File: config.mk
export PLATFORM = sky130hd
export DESIGN_NAME = if_fetch_unit
export DESIGN_NICKNAME = d
export VERILOG_FILES = /design/src/rtl/if_fetch_unit_pkg.sv /design/src/rtl/if_fetch_unit_out_buf.sv /design/src/rtl/if_fetch_unit.sv
export SDC_FILE = /design/constraint.sdc
export NUM_CORES = 1
export LEC_CHECK = 0
export ABC_AREA = 1
export BUFFER_PORTS_ARGS = -buffer_cell sky130_fd_sc_hd__buf_2
export CAP_MARGIN = 10
export CORE_MARGIN = 4
export CORE_UTILIZATION = 54
export CTS_BUF_LIST = sky130_fd_sc_hd__clkbuf_8
export DETAILED_ROUTE_END_ITERATION = 10
export PLACE_DENSITY = 0.81
export SYNTH_ARGS = -nofsm -noshare
export SYNTH_HDL_FRONTEND = slang
export SYNTH_SLANG_ARGS = --single-unit
export TNS_END_PERCENT = 100
File: constraint.sdc
create_clock -name clk -period 2.1 [get_ports clk]
set_input_delay 0.525 -clock clk [delete_from_list [all_inputs] [get_ports clk]]
set_output_delay 0.525 -clock clk [all_outputs]
set_load 0.03 [all_outputs]
File: src/rtl/if_fetch_unit_pkg.sv
// Shared definitions for the instruction-fetch front end: FSM encoding,
// NOP/bubble word and PC arithmetic helpers.
package if_fetch_unit_pkg;

  typedef enum logic [1:0] {
    IDLE = 2'd0,
    REQ  = 2'd1,
    WAIT = 2'd2,
    HOLD = 2'd3
  } fetch_state_t;

  localparam logic [31:0] NOP_INST   = 32'h0000_0000;
  localparam logic [31:0] PC_INC     = 32'd4;
  localparam logic [31:0] ALIGN_MASK = 32'hFFFF_FFFC;

  function automatic logic [31:0] word_align(input logic [31:0] addr);
    return addr & ALIGN_MASK;
  endfunction

endpackage

File: src/rtl/if_fetch_unit_out_buf.sv
// Output buffer between the fetch FSM and the IF/ID register: holds one
// {pc, inst, valid} entry and shows zero PC plus the bubble word when empty.
module fetch_out_buf
  import if_fetch_unit_pkg::*;
#(
  parameter logic [31:0] BUBBLE_INST = NOP_INST
) (
  input  logic        clk,
  input  logic        rst,
  input  logic        load,
  input  logic        consume,
  input  logic        flush,
  input  logic [31:0] load_pc,
  input  logic [31:0] load_inst,
  output logic [31:0] pc_out,
  output logic [31:0] inst_out,
  output logic        valid
);

  always_ff @(posedge clk) begin
    if (rst || flush) begin
      pc_out   <= '0;
      inst_out <= BUBBLE_INST;
      valid    <= 1'b0;
    end else if (load) begin
      pc_out   <= load_pc;
      inst_out <= load_inst;
      valid    <= 1'b1;
    end else if (consume) begin
      pc_out   <= '0;
      inst_out <= BUBBLE_INST;
      valid    <= 1'b0;
    end
  end

endmodule

File: src/rtl/if_fetch_unit.sv
// Instruction-fetch front end: PC register, single-outstanding imem request
// FSM, redirect/kill handling and the held {PC, instruction} output.
module if_fetch_unit
  import if_fetch_unit_pkg::*;
#(
  parameter logic [31:0] RESET_PC    = 32'h0000_0000,
  parameter logic [31:0] BUBBLE_INST = NOP_INST
) (
  input  logic        clk,
  input  logic        rst,
  input  logic        IF_ID_Write,
  input  logic        branch_taken,
  input  logic [31:0] branch_target,
  output logic        imem_req,
  output logic [31:0] imem_addr,
  input  logic        imem_ready,
  input  logic        imem_rvalid,
  input  logic [31:0] imem_rdata,
  output logic [31:0] PC_number_out,
  output logic [31:0] inst_out,
  output logic        fetch_valid
);

  fetch_state_t state, state_next;
  logic [31:0]  pc_reg, pc_next;
  logic [31:0]  req_pc, req_pc_next;
  logic         kill, kill_next;
  logic         buf_load, buf_consume, buf_flush;

  always_comb begin
    state_next  = state;
    pc_next     = pc_reg;
    req_pc_next = req_pc;
    kill_next   = kill;
    buf_load    = 1'b0;
    buf_consume = 1'b0;
    buf_flush   = 1'b0;
    if (branch_taken) begin
      pc_next   = word_align(branch_target);
      buf_flush = 1'b1;
      case (state)
        IDLE, HOLD: state_next = REQ;
        REQ: begin
          // Request to the stale address is already in flight; drop its reply.
          if (imem_ready) begin
            state_next = WAIT;
            kill_next  = 1'b1;
          end
        end
        WAIT: begin
          if (imem_rvalid) begin
            state_next = REQ;
            kill_next  = 1'b0;
          end else begin
            kill_next = 1'b1;
          end
        end
      endcase
    end else begin
      case (state)
        IDLE: state_next = REQ;
        REQ: begin
          if (imem_ready) begin
            state_next  = WAIT;
            req_pc_next = pc_reg;
          end
        end
        WAIT: begin
          if (imem_rvalid) begin
            if (kill) begin
              kill_next  = 1'b0;
              state_next = REQ;
            end else begin
              buf_load   = 1'b1;
              pc_next    = req_pc + PC_INC;
              state_next = HOLD;
            end
          end
        end
        HOLD: begin
          if (IF_ID_Write) begin
            buf_consume = 1'b1;
            state_next  = REQ;
          end
        end
      endcase
    end
  end

  // Request outputs are registered from next-state so they line up with state.
  always_ff @(posedge clk) begin
    if (rst) begin
      state     <= IDLE;
      pc_reg    <= RESET_PC;
      req_pc    <= '0;
      kill      <= 1'b0;
      imem_req  <= 1'b0;
      imem_addr <= RESET_PC;
    end else begin
      state     <= state_next;
      pc_reg    <= pc_next;
      req_pc    <= req_pc_next;
      kill      <= kill_next;
      imem_req  <= (state_next == REQ);
      imem_addr <= word_align(pc_next);
    end
  end

  fetch_out_buf #(
    .BUBBLE_INST(BUBBLE_INST)
  ) u_out_buf (
    .clk       (clk),
    .rst       (rst),
    .load      (buf_load),
    .consume   (buf_consume),
    .flush     (buf_flush),
    .load_pc   (req_pc),
    .load_inst (imem_rdata),
    .pc_out    (PC_number_out),
    .inst_out  (inst_out),
    .valid     (fetch_valid)
  );

endmodule
Word-level counts from Yosys, hierarchy flattened. Index checks and enable logic that the tools add are counted.

Register bits after elaboration: 135. Input bits: 70. Output and inout bits: 98.

Add/subtract/negate cells: 1. Eq/ne operators: 5. Muxes and demuxes: 31. Bitwise operators: 2. Reduce and logical (&&, ||, !) cells: 11.

Operators with widths (count): 32-bit 2-to-1 mux (7); 32-bit by 3-bit adder with 32-bit output (second input constant) (1); 1-bit 2-to-1 mux (15); 2-bit 2-to-1 mux (6); 2-bit case mux with 4 select lines (1); 2-bit nonzero test (4); 2-bit case mux with 3 select lines (1); 3-bit AND reduction (2); 2-bit by 1-bit equality test with 1-bit output (second input constant) (2); 2-bit equality test (second input constant) (2); 4-bit AND reduction (1); 2-bit OR reduction (2); 3-bit != test (second input constant) (1); 2-bit zero test (1); 1-bit NOT (2); 1-bit case mux with 2 select lines (1); 1-bit logical OR (1).

Logic depth before layout (Yosys ltp). Gate-level depths: netlist (run 1).

Depth in word-level cells: 5. Mapped depth: 14. Mapped depth without buffers: 13.

By module. Synthesis (run 1) repeated with hierarchy kept, for this count alone.

Cell total of the unflattened synthesis: 855. Area total of the unflattened synthesis: 6144.6 um^2.

By module, submodules not included: if_fetch_unit (instances 1, cells each 573, area each 3912.5 um^2, seq. area each 1361.3 um^2); fetch_out_buf (instances 1, cells each 282, area each 2232.1 um^2, seq. area each 1301.2 um^2).

Least setup slack after synthesis (run 1). Ideal clock, no wire load.

Path kind: input to register. Start point: input branch_taken. End point: register req_pc[10]. Arrival time: 1413 ps. Data required time: 1984 ps. Setup slack: 571 ps. Cell stages on the path: 7. Path buffers: 3. Path through: buf_2 nor3_4 inv_2 buf_2 buf_6 nor2_1 nor2_1.

Word-level cells in the longest chain between the ends: 2.

RTL lines: start, declared (line if_fetch_unit.sv:12) `input logic branch_taken,`; 1-bit NOT (no source line); 3-bit AND reduction (no source line); end signal, assigned (line if_fetch_unit.sv:102) `req_pc <= req_pc_next;`; end, declared (line if_fetch_unit.sv:26) `logic [31:0] req_pc, req_pc_next;`.

Every way passes these cells. A chain may end at the register's enable or synchronous reset.

Worst setup path after layout (run 1).
Start point: register state[0]. End point: register pc_reg[3].

Word-level cells in the longest chain between the ends: 3.

RTL lines: start, declared (line if_fetch_unit.sv:24) `fetch_state_t state, state_next;`; start signal, assigned (line if_fetch_unit.sv:100) `state <= state_next;`; 2-bit equality test (line if_fetch_unit.sv:60) `case (state)`; 32-bit 2-to-1 mux (line if_fetch_unit.sv:60); 32-bit 2-to-1 mux (line if_fetch_unit.sv:38) `if (branch_taken) begin`; end signal, assigned (line if_fetch_unit.sv:101) `pc_reg <= pc_next;`; end, declared (line if_fetch_unit.sv:25) `logic [31:0] pc_reg, pc_next;`.

Every way passes these cells.

==> results.cfg, run 1 <==
[route]
drt_first_iter_violations = 610
ant_nets = 0
drcViolationCount = 0
vias = 5957
drt-pass1-iter-count = 5
via_per_inst = 5.18
wirelength_um = 16400
wl_per_cell_um = 14.2

[sta]
period_share = 0.907
drv_slew = 0
fmax_mhz = 525
worstMarginPinSlew_ns = 0.659
grt_setup_unrepaired = no
period_needed_ns = 1.90
skew_ns = 0.0115
holdWs_ns = 0.339
setup_violations = 0
tns_ns = 0
slew_headroom = 0.560
finalHoldViolCount = 0

[placement]
placed_cell_area_um2 = 6860
portBuffers = 163
post-dp-hpwl_um = 11700
place.gp.congestion = 0.899

[global_routing]
grt_pass1_wl_um = 26000
grt_util_all_layers = 0.246
first_global_vias = 5515
grt_max_degree = 43
antenna_found_initial = 0
grt-ovfl-total = 0

[synth]
synth_warnings = 0
synthCells = 874
avgSynthCellArea_um2 = 7.06
synth_top_area_cell = dfxtp_1
synth-simple-area-share = 0.275
yosysSeqAreaShare = 0.432
ys.flop_type = dfxtp_1
synth_top_family_by_area = simple AND/OR/NAND/NOR gates
ys_types = 38
synth_seq_cells = 133
synth_xor_area_frac = 0.00142
netlist.area_leader.share = 0.432
synth-compound-area-share = 0.142
synth.area.mux_share = 0
syn_area_um2 = 6170
async_reset_ff_frac = 0
synthAdderAreaFrac = 0.0122
synth_edf_count = 0
synthTopCellsByArea = dfxtp_1, nand2_1, a21oi_1

[critical_path]
worst-path-max-fanout = 18
crit_type = reg -> reg
critPathRequiredTime_ns = 2.43
endpoint_kind = flop
start_kind = flop
worst_ep_arrival_time_ns = 2.23

[hold_path]
min_path_type = in -> reg

[floorplan]
die_area_um2 = 13200
num_rows = 38
core_um2 = 11000
ios = 168
start_util = 0.559
die_x_um = 115
fp.dieH_um = 115

[cells_and_area]
fin_nets = 1076
fillers = 989
multiInputGateArea_um2 = 2670
diodes = 0
final_area_um2 = 7310
drive_gt1_frac = 0.236
syn2layout_area_growth_pct = 18.5
fin_util = 0.663
regArea_um2 = 2660

[clock_network]
cts-buffers-inserted = 17
h-tree-depth = 4
post-cts-setup-buffer-count = 0
root_buffer = clkbuf_8
clock-sinks = 133
cts_tree = done
cts_hold_buf = 0
cts.reportedPaths.clkPinSlew_ns = 0.08
insertion_delay_ns = 0.43
cts_buffer_depth = 2

[power]
switchingPower_mw = 1.37
ir_drop_mv = 0.516
powerDensity_nw_per_um2 = 761
p_total_mw = 5.56
comb_power_share = 0.086
p_int_mw = 4.20
pwr-share-seq = 0.480
switching_share = 0.245
p_leak_nw = 3.38
clockPowerShare = 0.435

[job]
drv_cap = 0

[run_status]
status = finished clean
[stage by stage]
stage               setup slack, ns  cells
floorplan                     0.571    875
global placement              0.237   1121
detailed placement            0.165   1121
CTS                           0.136   1151
global route                0.00611   1151
finish                        0.196   1151
[power by group through the flow]
stage	clock, mW	sequential, mW	combinational, mW
2_1_floorplan	0	2.71	0.349
3_3_place_gp	0	2.72	0.463
3_5_place_dp	0	2.72	0.472
4_1_cts	2.45	2.67	0.475
5_1_grt	2.57	2.68	0.527
6_report	2.42	2.67	0.476
[layer usage]
| layer | vias up | track usage | part of all wire |
|---|---|---|---|
| li1 | 2992 | - | - |
| met1 | 2677 | 0.327 | 0.43 |
| met2 | 257 | 0.392 | 0.46 |
| met3 | 31 | 0.0563 | 0.097 |
| met4 | 0 | 0.0900 | 0.018 |
| met5 | - | 0 | 0 |
[placed cells by master, fill, tap and decap left out, types with 2 or more instances in the layout]
cell,instances
nand2_1,242
buf_2,163
dfxtp_1,133
a21oi_1,96
inv_1,89
nor2_1,62
o21ai_0,57
nand3_1,40
clkbuf_8,18
buf_4,16
nand4_1,11
nor3_1,8
a31oi_1,8
nor2_4,7
ha_1,6
inv_2,5
nand3b_1,5
bufinv_16,5
nor2_2,4
nand2_2,4
clkinvlp_4,4
o21ai_1,3
buf_12,3
clkinv_2,2
a211oi_1,2
or2_2,2
conb_1,2
[synthesized netlist by cell type, types with 2 or more instances]
master and count:
nand2_1 242, nor2_4 7, buf_2 20, buf_6 5, nor2_1 62, clkbuf_2 2, or2_2 2, dfxtp_1 133
nor3_1 8, o21ai_1 3, nand2_2 4, nor2_2 4, inv_2 4, a31oi_1 8, buf_4 36, nand4_1 11
a21oi_1 96, inv_1 91, nand3b_1 5, clkbuf_1 12, o21ai_0 57, ha_1 6, a211oi_1 2, nand3_1 40
[final cells by class]
| class | count | area share |
|---|---|---|
| repair buffers | 182 | 0.136 |
| clock buffers | 18 | 0.0339 |
| flip-flops and latches | 133 | 0.364 |
| clock inverters | 12 | 0.0277 |
| multi-input cells | 570 | 0.365 |
| well taps | 140 | 0.0240 |
| inverters | 96 | 0.0495 |
[critical path: stages, from the launching register on]
cell and delay, ns:
dfxtp_1 0.39, inv_1 0.10, ha_1 0.24, nand2_1 0.13
nor2_2 0.07, nand2_2 0.08, clkinv_2 0.27, buf_4 0.30
nand2_1 0.06, nand3_1 0.07, nand2_1 0.05, inv_1 0.03
[logic make-up (layout without fill, tap and decap cells)]
kind of cell             count (synthesis)  after routing
AND/OR/NAND/NOR                        391            391
buffers and inverters                  172            308
flip-flops                             133            133
AO/OA/AOI/OAI                          170            170
adder cells (fa/ha/maj)                  6              6
other                                    1              2
XOR/XNOR                                 1              1
[worst paths after layout]
kind / to / slack (ns) / start / cells after the start
max reg2reg: pc_reg[3]$_SDFFE_PP0P_ / 0.20 / state[0]$_SDFF_PP0_ / 11
min reg2reg: u_out_buf.inst_out[18]$_SDFFE_PP0P_ / 0.46 / u_out_buf.inst_out[18]$_SDFFE_PP0P_ / 2
max: pc_reg[3]$_SDFFE_PP0P_ / 0.20 / state[0]$_SDFF_PP0_ / 11
min: u_out_buf.inst_out[31]$_SDFFE_PP0P_ / 0.34 / imem_rdata[31] / 3
[what timing repair did]
action	in CTS	in global routing
setup endpoints to repair	0	4
gates resized for setup	0	2
endpoints found under the hold margin	0	0
Note: power is estimated with default switching activity, not from simulation.
==> inputs of run 2 (changes only) <==
--- a/config.mk
+++ b/config.mk
@@ -5,7 +5,6 @@
 export SDC_FILE = /design/constraint.sdc
 export NUM_CORES = 1
 export LEC_CHECK = 0
-export ABC_AREA = 1
 export BUFFER_PORTS_ARGS = -buffer_cell sky130_fd_sc_hd__buf_2
 export CAP_MARGIN = 10
 export CORE_MARGIN = 4
==> results.cfg, run 2 <==
[synth]
synth_edf_count = 0
ys.flop_type = dfxtp_1
synth_most_common_cell = dfxtp_1
synth_seq_cells = 133
synthTopCellsByArea = dfxtp_1, a22oi_1, nand2_1
synthCells = 706
netlist.area_leader.share = 0.453
synth_warnings = 0
syn_area_um2 = 5880
synth_common_cells = dfxtp_1, nand2_1, nor2_1
ys_types = 60
async_reset_ff_frac = 0
synth_top_area_cell = dfxtp_1
avgSynthCellArea_um2 = 8.33
yosysSeqAreaShare = 0.453

[route]
wirelength_um = 17300
wl_per_cell_um = 17.6
wl_met3_um = 1460
ant_nets = 0
drt-pass1-iter-count = 6
wl_met1_um = 6820
met2_length_um = 8510
via_per_inst = 5.87
dr.max_layer_used = met4
vias = 5743
drt_first_iter_violations = 615
drcViolationCount = 0

[power]
powerDensity_nw_per_um2 = 718
ir_drop_mv = 0.365
comb_power_share = 0.087
switchingPower_mw = 1.24
pwr-share-seq = 0.515
p_int_mw = 3.84
p_leak_nw = 2.93
clockPowerShare = 0.398
switching_share = 0.245

[clock_network]
root_buffer = clkbuf_8
cts_buffer_depth = 2
cts-buffers-inserted = 17
h-tree-depth = 4
cts_tree = done
insertion_delay_ns = 0.44
post-cts-setup-buffer-count = 0
clock-sinks = 133
cts.reportedPaths.clkPinSlew_ns = 0.07
cts_hold_buf = 0

[sta]
finalHoldViolCount = 0
fmax_mhz = 502
holdWs_ns = 0.316
setup_violations = 0
tns_ns = 0
grt_setup_unrepaired = no
period_share = 0.948
period_needed_ns = 1.99
skew_ns = 0.0112
drv_slew = 0

[critical_path]
crit_type = reg -> reg
worst-path-max-fanout = 32
endpoint_kind = flop
critPathRequiredTime_ns = 2.41
worst_ep_arrival_time_ns = 2.30
rr_worst_depth = 8
rrSetupSlack_ns = 0.11
start_kind = flop

[cells_and_area]
final_common_cell = buf_2
fin_util = 0.676
drive_gt1_frac = 0.287
syn2layout_area_growth_pct = 20.4
final_cell_mix = buf_2, dfxtp_1, nand2_1
fin_nets = 907
fillers = 869
diodes = 0

[placement]
place.gp.congestion = 0.912
portBuffers = 163
post-dp-hpwl_um = 12000

[global_routing]
grt-ovfl-total = 0
grt_util_all_layers = 0.262
antenna_found_initial = 0
grt_pass1_wl_um = 26900
grt_max_degree = 65
first_global_vias = 5507

[job]
drv_cap = 0

[floorplan]
die_x_um = 112
num_rows = 37
die_area_um2 = 12600
core_um2 = 10500
start_util = 0.562
fp.dieH_um = 112
ios = 168

[run_status]
status = finished clean

[hold_path]
holdPathStages = 2
min_path_type = in -> reg
run 2: timing repair:
action,4_1_cts,5_1_grt
resized for setup,0,4
endpoints found under the hold margin,0,0
endpoints found under the setup margin,0,70
run 2: layout make-up:
type | count | area (µm²) | share of cell area
clock buffer | 20 | 275 | 0.0389
tap | 136 | 170 | 0.0240
inverter | 12 | 45.0 | 0.00636
timing repair buffer | 195 | 1140 | 0.161
sequential | 133 | 2670 | 0.377
multi-input combinational | 472 | 2690 | 0.380
clock inverter | 11 | 96.3 | 0.0136
run 2: cell families after synthesis:
group | after synthesis | share of synthesized area
AND/OR/NAND/NOR | 261 | 0.210
AO/OA/AOI/OAI | 184 | 0.202
flip-flops | 133 | 0.453
buffers and inverters | 102 | 0.0932
XOR/XNOR | 19 | 0.0283
adder cells (fa/ha/maj) | 6 | 0.0128
other | 1 | 0.000638
run 2: worst max-delay path, stage by stage, from the launching register on:
cell and delay [ns]:
dfxtp_1 0.45, ha_1 0.28, nand3b_1 0.22, buf_4 0.24, nand2_1 0.07, nand2_2 0.12, clkbuf_16 0.26, a22oi_1 0.17
nor2_1 0.06
run 2: through the flow:
stage,setup slack [ns],std cells,area (µm²),total power [mW]
2_1_floorplan,0.148,707,5880,2.97
3_3_place_gp,0.118,947,6680,3.09
3_5_place_dp,0.0531,947,6680,3.11
4_1_cts,0.0200,978,7050,5.11
5_1_grt,0.0130,979,7080,5.27
6_report,0.110,979,7080,5.08
run 2: path summary, 6_finish.rpt:
path	end	from
max	u_out_buf.pc_out[2]$_SDFFE_PP0P_	state[1]$_SDFF_PP0_
min	pc_reg[8]$_SDFFE_PP0P_	branch_target[8]
max reg2reg	u_out_buf.pc_out[2]$_SDFFE_PP0P_	state[1]$_SDFF_PP0_
min reg2reg	req_pc[1]$_SDFFE_PP0P_	pc_reg[1]$_SDFFE_PP0P_
run 2: power by group through the flow:
stage	sequential (mW)	clock [mW]	combinational (mW)
6_report	2.62	2.02	0.440
5_1_grt	2.62	2.18	0.473
2_1_floorplan	2.66	0	0.303
3_5_place_dp	2.67	0	0.433
3_3_place_gp	2.67	0	0.418
4_1_cts	2.62	2.06	0.435
run 2: routing by layer:
| layer | GRT usage | vias to the layer above |
|---|---|---|
| met3 | 0.0765 | 41 |
| met1 | 0.320 | 2727 |
| met5 | 0 | - |
| met2 | 0.429 | 281 |
| li1 | - | 2694 |
| met4 | 0.115 | 0 |
==> inputs of run 3 (changes only) <==
--- a/config.mk
+++ b/config.mk
@@ -11,7 +11,7 @@
 export CORE_UTILIZATION = 54
 export CTS_BUF_LIST = sky130_fd_sc_hd__clkbuf_8
 export DETAILED_ROUTE_END_ITERATION = 10
-export PLACE_DENSITY = 0.81
+export PLACE_DENSITY = 0.88
 export SYNTH_ARGS = -nofsm -noshare
 export SYNTH_HDL_FRONTEND = slang
 export SYNTH_SLANG_ARGS = --single-unit
==> results.cfg, run 3 (synthesized netlist as in run 2, its figures left out) <==
[sta]
finalHoldViolCount = 0
slew_headroom = 0.552
fmax_mhz = 503
skew_ns = 0.0139
worstMarginPinSlew_ns = 0.672
timing.final.ws_setup_ns = 0.111
setup_violations = 0
drv_slew = 0
period_needed_ns = 1.99
period_share = 0.947

[floorplan]
core_um2 = 10500
die_x_um = 112
num_rows = 37
start_util = 0.562
ios = 168
die_area_um2 = 12600
fp.dieH_um = 112

[clock_network]
cts_tree = done
cts_hold_buf = 0
insertion_delay_ns = 0.43
cts-buffers-inserted = 17
clock-sinks = 133
h-tree-depth = 4
cts.reportedPaths.clkPinSlew_ns = 0.08
root_buffer = clkbuf_8
cts_buffer_depth = 2

[cells_and_area]
final_area_um2 = 7130
syn2layout_area_growth_pct = 21.3
fin_util = 0.682
final_cell_mix = buf_2, dfxtp_1, nand2_1
final_common_cell = buf_2
diodes = 0
fin_nets = 911
instances_no_fill = 984
drive_gt1_frac = 0.297
fillers = 891

[placement]
post-dp-hpwl_um = 11500
place_inst = 949
portBuffers = 163
placed_cell_area_um2 = 6720
place.gp.congestion = 0.895
post-place-ws_ns = 0.120

[power]
p_leak_nw = 2.93
p_total_mw = 5.17
ir_drop_mv = 0.513
powerDensity_nw_per_um2 = 725

[critical_path]
cpMaxStageDelayCell = or4_1
endpoint_kind = flop
start_kind = flop
max_stage_delay_ns = 0.44
critPathRequiredTime_ns = 2.45
worst-path-max-fanout = 6
crit_type = reg -> reg
worst_ep_arrival_time_ns = 2.34
path_cells = ha_2 -> nand3b_1 -> buf_4 -> nor2_4 -> nand2_1 -> or4_1 -> a31oi_1

[route]
wirelength_um = 16900
wl_per_cell_um = 17.2
drcViolationCount = 0
ant_nets = 0
via_per_inst = 5.81
drt_first_iter_violations = 601
drt-pass1-iter-count = 5
vias = 5717

[hold_path]
min_path_type = in -> reg

[global_routing]
grt-ovfl-total = 0
grt_util_all_layers = 0.264
grt_pass1_wl_um = 27400
first_global_vias = 5640
grt_max_degree = 51
antenna_found_initial = 1

[run_status]
status = finished clean

[job]
drv_cap = 0
[run 3: cell type report]
| cell class | count | area [µm²] | area share |
|---|---|---|---|
| multi-input combinational | 472 | 2690 | 0.377 |
| clock buffer | 17 | 234 | 0.0328 |
| timing repair buffer | 199 | 1170 | 0.165 |
| tap | 136 | 170 | 0.0239 |
| sequential | 133 | 2660 | 0.374 |
| inverter | 12 | 45.0 | 0.00632 |
| clock inverter | 15 | 155 | 0.0218 |
[run 3: final timing paths]
| check | end | slack [ns] | depth (start not counted) | startpoint |
|---|---|---|---|---|
| setup reg to reg | pc_reg[19]$_SDFFE_PP0P_ | 0.11 | 7 | state[1]$_SDFF_PP0_ |
| setup / recovery | pc_reg[19]$_SDFFE_PP0P_ | 0.11 | 7 | state[1]$_SDFF_PP0_ |
| hold reg to reg | pc_reg[1]$_SDFFE_PP0P_ | 0.46 | 2 | pc_reg[1]$_SDFFE_PP0P_ |
| hold / removal | pc_reg[4]$_SDFFE_PP0P_ | 0.33 | 3 | branch_target[4] |
[run 3: what timing repair did]
| item | 4_1_cts | 5_1_grt |
|---|---|---|
| setup endpoints to repair | 0 | 4 |
| resized for setup | 0 | 3 |
| setup buffers | 0 | 3 |
[run 3: worst max-delay path: cells and delay by family, from the launching register on]
kind                     cells  cell delay (ns)
AND/OR/NAND/NOR              4             0.84
AO/OA/AOI/OAI                1             0.18
adder cells (fa/ha/maj)      1             0.26
buffers and inverters        1             0.20
flip-flops                   1             0.43
[run 3: metrics by stage]
step,setup TNS [ns],hold slack [ns]
floorplan,0,0.432
global placement,0,0.439
detailed placement,0,0.449
CTS,0,0.317
global route,-0.0253,0.312
finish,0,0.330
[run 3: metal layers]
layer	global-route usage	vias up	share of wire
met5	0	-	0.00077
met4	0.0801	2	0.021
met3	0.0814	32	0.099
met2	0.436	267	0.47
met1	0.332	2711	0.41
li1	-	2705	-
[run 3: power breakdown]
part | switching (mW) | internal, mW
combinational | 0.282 | 0.167
clock | 1.05 | 1.06
sequential | 0.0446 | 2.57
total | 1.37 | 3.80
